<file path="config.mk">
export PLATFORM = sky130hd
export DESIGN_NAME = centroid_tracker
export DESIGN_NICKNAME = d
export VERILOG_FILES = /design/src/rtl/centroid_tracker.sv
export SDC_FILE = /design/constraint.sdc
export NUM_CORES = 1
export LEC_CHECK = 0
export ABC_AREA = 0
export CELL_PAD_IN_SITES_DETAIL_PLACEMENT = 1
export CELL_PAD_IN_SITES_GLOBAL_PLACEMENT = 2
export CORE_MARGIN = 4
export CORE_UTILIZATION = 35
export CTS_BUF_LIST = sky130_fd_sc_hd__clkbuf_4 sky130_fd_sc_hd__clkbuf_8
export DETAILED_ROUTE_END_ITERATION = 8
export DONT_BUFFER_PORTS = 1
export GPL_ROUTABILITY_DRIVEN = 0
export GPL_TIMING_DRIVEN = 0
export PLACE_DENSITY_LB_ADDON = 0.3
export SLEW_MARGIN = 25
export SYNTH_ARGS = -nofsm -noshare
export SYNTH_HDL_FRONTEND = slang
export SYNTH_SLANG_ARGS = --single-unit
</file>
<file path="constraint.sdc">
create_clock -name clk -period 4.44 [get_ports clk]
set_clock_uncertainty 0.05 [all_clocks]
set_input_delay 0.444 -clock clk [delete_from_list [all_inputs] [get_ports clk]]
set_output_delay 0.444 -clock clk [all_outputs]
set_load 0.01 [all_outputs]
</file>
<file path="src/rtl/centroid_tracker.sv">
// Per-colour centroid tracker: debounces presence, coasts through dropouts, smooths position and
// reports per-frame motion. Define CENTROID_TRACKER_GATE_EN to reject jumps larger than GATE.
module centroid_tracker #(
    parameter int ACQ_FRAMES  = 3,
    parameter int LOST_FRAMES = 4,
    parameter int DEAD_BAND   = 4,
    parameter int ALPHA_SHIFT = 2,
    parameter int GATE        = 64
) (
    input  logic        clk,
    input  logic        reset,
    input  logic [11:0] x_avg,
    input  logic [11:0] y_avg,
    input  logic        frame_done,
    output logic [11:0] x_pos,
    output logic [11:0] y_pos,
    output logic [12:0] dx,
    output logic [12:0] dy,
    output logic [3:0]  dir,
    output logic        locked,
    output logic        track_valid,
    output logic        lost
);

`ifdef CENTROID_TRACKER_GATE_EN
    localparam bit GATE_EN = 1'b1;
`else
    localparam bit GATE_EN = 1'b0;
`endif

    localparam logic [3:0]         ACQ_LAST = 4'(ACQ_FRAMES - 1);
    localparam logic [3:0]         LOST_LIM = 4'(LOST_FRAMES);
    localparam logic [12:0]        GATE_LIM = 13'(GATE);
    localparam logic signed [12:0] DB_POS   = 13'(DEAD_BAND);
    localparam logic signed [12:0] DB_NEG   = -DB_POS;

    typedef enum logic [1:0] {
        IDLE,
        ACQUIRE,
        TRACK,
        COAST
    } state_t;

    state_t      state, state_next;

    logic [11:0] cap_x, cap_y;
    logic        cap_valid;
    logic        busy;

    logic [3:0]  acq_cnt, acq_next;
    logic [3:0]  miss_cnt, miss_next;
    logic [11:0] last_x, last_y, last_x_next, last_y_next;
    logic [11:0] pos_x_next, pos_y_next;
    logic [12:0] dx_next, dy_next;
    logic [3:0]  dir_next;
    logic        lost_next;

    logic               raw_present;
    logic               gate_reject;
    logic               meas_ok;
    logic signed [12:0] delta_x, delta_y;
    logic signed [12:0] diff_x, diff_y;
    logic signed [12:0] step_x, step_y;
    logic [12:0]        mag_x, mag_y;
    logic [11:0]        smooth_x, smooth_y;
    logic [3:0]         dir_calc;

    // A new frame is only accepted once both pipeline cycles have drained.
    assign busy = cap_valid | track_valid;

    assign raw_present = (cap_x != 12'd0) || (cap_y != 12'd0);

    assign delta_x = $signed({1'b0, cap_x}) - $signed({1'b0, last_x});
    assign delta_y = $signed({1'b0, cap_y}) - $signed({1'b0, last_y});

    assign diff_x   = $signed({1'b0, cap_x}) - $signed({1'b0, x_pos});
    assign diff_y   = $signed({1'b0, cap_y}) - $signed({1'b0, y_pos});
    assign step_x   = diff_x >>> ALPHA_SHIFT;
    assign step_y   = diff_y >>> ALPHA_SHIFT;
    assign smooth_x = 12'({1'b0, x_pos} + step_x);
    assign smooth_y = 12'({1'b0, y_pos} + step_y);

    assign mag_x       = delta_x[12] ? -delta_x : delta_x;
    assign mag_y       = delta_y[12] ? -delta_y : delta_y;
    assign gate_reject = GATE_EN && ((mag_x > GATE_LIM) || (mag_y > GATE_LIM));
    assign meas_ok     = raw_present && !gate_reject;

    // Bit order {up, down, left, right}; y grows downwards.
    assign dir_calc = {delta_y < DB_NEG, delta_y > DB_POS, delta_x < DB_NEG, delta_x > DB_POS};

    assign locked = (state == TRACK) || (state == COAST);

    // NOTE: every combinational output gets a default before the case so no path can infer a latch.
    always_comb begin
        state_next  = state;
        acq_next    = acq_cnt;
        miss_next   = miss_cnt;
        last_x_next = last_x;
        last_y_next = last_y;
        pos_x_next  = x_pos;
        pos_y_next  = y_pos;
        dx_next     = dx;
        dy_next     = dy;
        dir_next    = dir;
        lost_next   = 1'b0;

        if (cap_valid) begin
            dx_next  = '0;
            dy_next  = '0;
            dir_next = '0;
            case (state)
                IDLE: begin
                    if (raw_present) begin
                        state_next = ACQUIRE;
                        acq_next   = 4'd1;
                    end
                end
                ACQUIRE: begin
                    if (!raw_present) begin
                        state_next = IDLE;
                        acq_next   = '0;
                    end else if (acq_cnt == ACQ_LAST) begin
                        state_next  = TRACK;
                        acq_next    = '0;
                        last_x_next = cap_x;
                        last_y_next = cap_y;
                        pos_x_next  = cap_x;
                        pos_y_next  = cap_y;
                    end else if (acq_cnt != 4'hF) begin
                        acq_next = acq_cnt + 4'd1;
                    end
                end
                TRACK, COAST: begin
                    if (meas_ok) begin
                        state_next  = TRACK;
                        miss_next   = '0;
                        dx_next     = delta_x;
                        dy_next     = delta_y;
                        dir_next    = dir_calc;
                        last_x_next = cap_x;
                        last_y_next = cap_y;
                        pos_x_next  = smooth_x;
                        pos_y_next  = smooth_y;
                    end else if (state == TRACK) begin
                        state_next = COAST;
                        miss_next  = 4'd1;
                    end else if (miss_cnt == LOST_LIM) begin
                        state_next = IDLE;
                        miss_next  = '0;
                        lost_next  = 1'b1;
                    end else if (miss_cnt != 4'hF) begin
                        miss_next = miss_cnt + 4'd1;
                    end
                end
                default: state_next = IDLE;
            endcase
        end
    end

    // NOTE: sequential state uses non-blocking assignments so all registers see pre-edge values.
    always_ff @(posedge clk or posedge reset) begin
        if (reset) begin
            state <= IDLE;
        end else begin
            state <= state_next;
        end
    end

    always_ff @(posedge clk or posedge reset) begin
        if (reset) begin
            cap_x       <= '0;
            cap_y       <= '0;
            cap_valid   <= 1'b0;
            track_valid <= 1'b0;
            lost        <= 1'b0;
            acq_cnt     <= '0;
            miss_cnt    <= '0;
            last_x      <= '0;
            last_y      <= '0;
            x_pos       <= '0;
            y_pos       <= '0;
            dx          <= '0;
            dy          <= '0;
            dir         <= '0;
        end else begin
            cap_valid   <= frame_done && !busy;
            if (frame_done && !busy) begin
                cap_x <= x_avg;
                cap_y <= y_avg;
            end
            track_valid <= cap_valid;
            lost        <= lost_next;
            acq_cnt     <= acq_next;
            miss_cnt    <= miss_next;
            last_x      <= last_x_next;
            last_y      <= last_y_next;
            x_pos       <= pos_x_next;
            y_pos       <= pos_y_next;
            dx          <= dx_next;
            dy          <= dy_next;
            dir         <= dir_next;
        end
    end

endmodule
</file>
==> flow_summary.ini <==
[outcome]
status = complete, no violations

[logic_synthesis]
synth_top_flop_cell = dfrtp_1
synthMuxAreaShare_pct = 4.65
async_reset_ff_share_pct = 100
ys_warn_count = 0
avgSynthCellArea_um2 = 9.15
ys_types = 69
synth_top_family_by_area = compound AO/OA/AOI/OAI gates
synth_compound_area_share_pct = 21.1
synth-simple-area-share_pct = 13.7
synth-xor-area-share_pct = 5.22
syn-cell-area_um2 = 7720
ys_ff_latch = 115
synthCells = 844
synth-edff-count = 0
ys_seq_area_share_pct = 37.3
synth_fp_nets = 949
synthAdderAreaFrac_pct = 13.0

[sta]
setup_ws_ns = 0.325
setup-violations-final = 0
tightest_slew_ns = 0.731
hold_viol = 0
max_slew_margin_pct = 51.3
max_freq_mhz = 243
finalCriticalPeriod_ns = 4.11
maxSlewViolCount = 0
rsz0062_at_grt = false
holdWs_ns = 0.0821
period_share_pct = 92.7

[die]
rows = 54
initial_core_util_pct = 35.5
die_h_um = 157
die_w_um = 157
core_um2 = 21800
dieArea_um2 = 24500
io_pins = 84

[detailed_routing]
wl_mm = 22.3
drtPass1Iterations = 4
vias_per_cell = 5.43
drcViolationCount = 0
wl_per_cell_um = 19.2
first_iter_violations = 225
postRouteAntennaNets = 0
vias = 6299

[cts]
cts_buffer_depth = 2
cts_setup_buffers = 0
clkTransAtPathRegs_ns = 0.08
htreeDepth = 4
clk_latency_ns = 0.44
cts_made_buffers = 17
clock-sinks = 115
cts-root-buf = clkbuf_8
cts_tree = yes

[worst_setup_path]
start_kind = flip-flop
worst_ep_arrival_time_ns = 4.38
critical_path.max_fanout = 5
critical_path.endpoint_type = flip-flop
path_class = reg2reg
reg2reg_slack_ns = 0.33
critPathRequiredTime_ns = 4.71

[global_routing]
grt_antenna_before_repair = 2
grt.total_usage_pct = 19.2
grt_pass1_wl_mm = 37.2
grt_pass1_vias = 6657
overflow = 0
grt_max_degree = 91

[worst_hold_path]
hold_path_class = in2reg

[place]
place_area_um2 = 8110
portBuffers = 0
post-dp-hpwl_mm = 17.1
place_ws_ns = 0.189

[finish]
fin_area_um2 = 8560
fin_nets = 970
layout-drive-gt1-share_pct = 8.66
areaGrowthSynthToFinish_pct = 10.8

[job]
maxCapViolations = 0
==> worst max-delay path, cell delays in order (launching register included) <==
cell and delay (ns):
dfrtp_1 0.43, inv_1 0.08, ha_1 0.34, a21o_1 0.19, a31o_2 0.25, a221o_1 0.34
a41oi_2 0.31, a21oi_1 0.15, xor2_1 0.18, ha_1 0.36, and3_1 0.19, a21oi_1 0.10
o21ai_0 0.17, o41ai_2 0.27, xor2_1 0.29, nand4_1 0.13, o311a_1 0.17
==> path summary, 6_finish.rpt <==
kind                       depth (start not counted)                    end               startpoint
setup / recovery                                  16  x_pos[11]$_DFFE_PP0P_     x_pos[2]$_DFFE_PP0P_
hold / removal                                     2   cap_y[0]$_DFFE_PP0P_                 y_avg[0]
setup reg to reg                                  16  x_pos[11]$_DFFE_PP0P_     x_pos[2]$_DFFE_PP0P_
hold reg to reg                                    1         lost$_DFF_PP0_  miss_cnt[3]$_DFFE_PP0P_
max in group asynchronous                          3      dx[8]$_DFFE_PP0P_                    reset
min in group asynchronous                          2   y_pos[5]$_DFFE_PP0P_                    reset
==> flip-flops by register name, indices dropped and copies added, names as in the netlist, named ones only <==
register / count
y_pos: 12
cap_valid: 1
dx: 13
track_valid: 1
lost: 1
cap_y: 12
dy: 13
last_x: 12
cap_x: 12
dir: 4
state: 1
x_pos: 12
last_y: 12
acq_cnt: 4
miss_cnt: 4
==> cells by family after synthesis <==
group,after synthesis
xor+xnor,46
simple gates,231
compound gates,239
flops,115
fa+ha+maj,78
buf+inv,102
mux,33
==> synth_stat cells, types with 5 or more instances <==
library cell / number / area [µm²]
xor2_1: 15 / 131
or3_1: 7 / 43.8
o2bb2ai_1: 13 / 114
a22oi_1: 6 / 45.0
nand4_1: 8 / 50.1
a21oi_1: 46 / 230
mux2i_1: 10 / 100
nand3_1: 10 / 50.1
a21o_1: 14 / 105
nor2b_1: 7 / 43.8
nor2_1: 77 / 289
mux2_2: 23 / 259
o31ai_1: 5 / 37.5
dfrtp_1: 115 / 2880
inv_1: 72 / 270
o21ai_0: 73 / 365
ha_1: 74 / 926
a31oi_1: 5 / 31.3
o21a_1: 16 / 120
xnor2_1: 31 / 272
clkbuf_1: 24 / 90.1
a22o_1: 13 / 114
nor3_1: 18 / 90.1
nor4_1: 10 / 62.6
nand2_1: 72 / 270
==> per-stage QoR <==
step                instances  TNS, ns  util [%]
floorplan                 844        0         -
global placement         1124   -92.68      37.1
detailed placement       1125        0      37.3
CTS                      1158        0      39.2
global route             1159        0      39.3
finish                   1159        0      39.3
==> layout by cell type (no fill, tap or decap), types with 14 or more instances in the layout <==
master	n
mux2_2	23
nor2_1	77
xor2_1	15
a21o_1	14
dfrtp_1	115
o21a_1	16
nand2_1	72
nor3_1	18
clkbuf_8	17
ha_1	74
o21ai_0	73
a21oi_1	46
inv_1	71
xnor2_1	31
clkbuf_1	24
==> metal layers <==
layer	global-route usage (%)	wire length (µm)	vias to the layer above
met5	0	7	-
li1	-	-	3057
met3	6.14	1400	28
met1	25.7	10300	3101
met2	30.3	10200	111
met4	4.50	374	2
==> final cells by class <==
type                       count  area, µm²
tap                          280        350
buffer                        30        116
timing repair buffer           2       37.5
inverter                      72        278
clock buffer                  18        241
antenna                        1       2.50
clock inverter                14        176
multi-input combinational    627       4480
sequential                   115       2880
fill                        2538      13200
==> repair_timing <==
action,CTS,global route
hold buffers,1,0
endpoints found under the setup margin,0,3
gates resized for setup,0,4
endpoints found under the hold margin,25,0
Power is not shown: default switching activity piles up to over one toggle a cycle in this logic, so the estimate is an artifact.
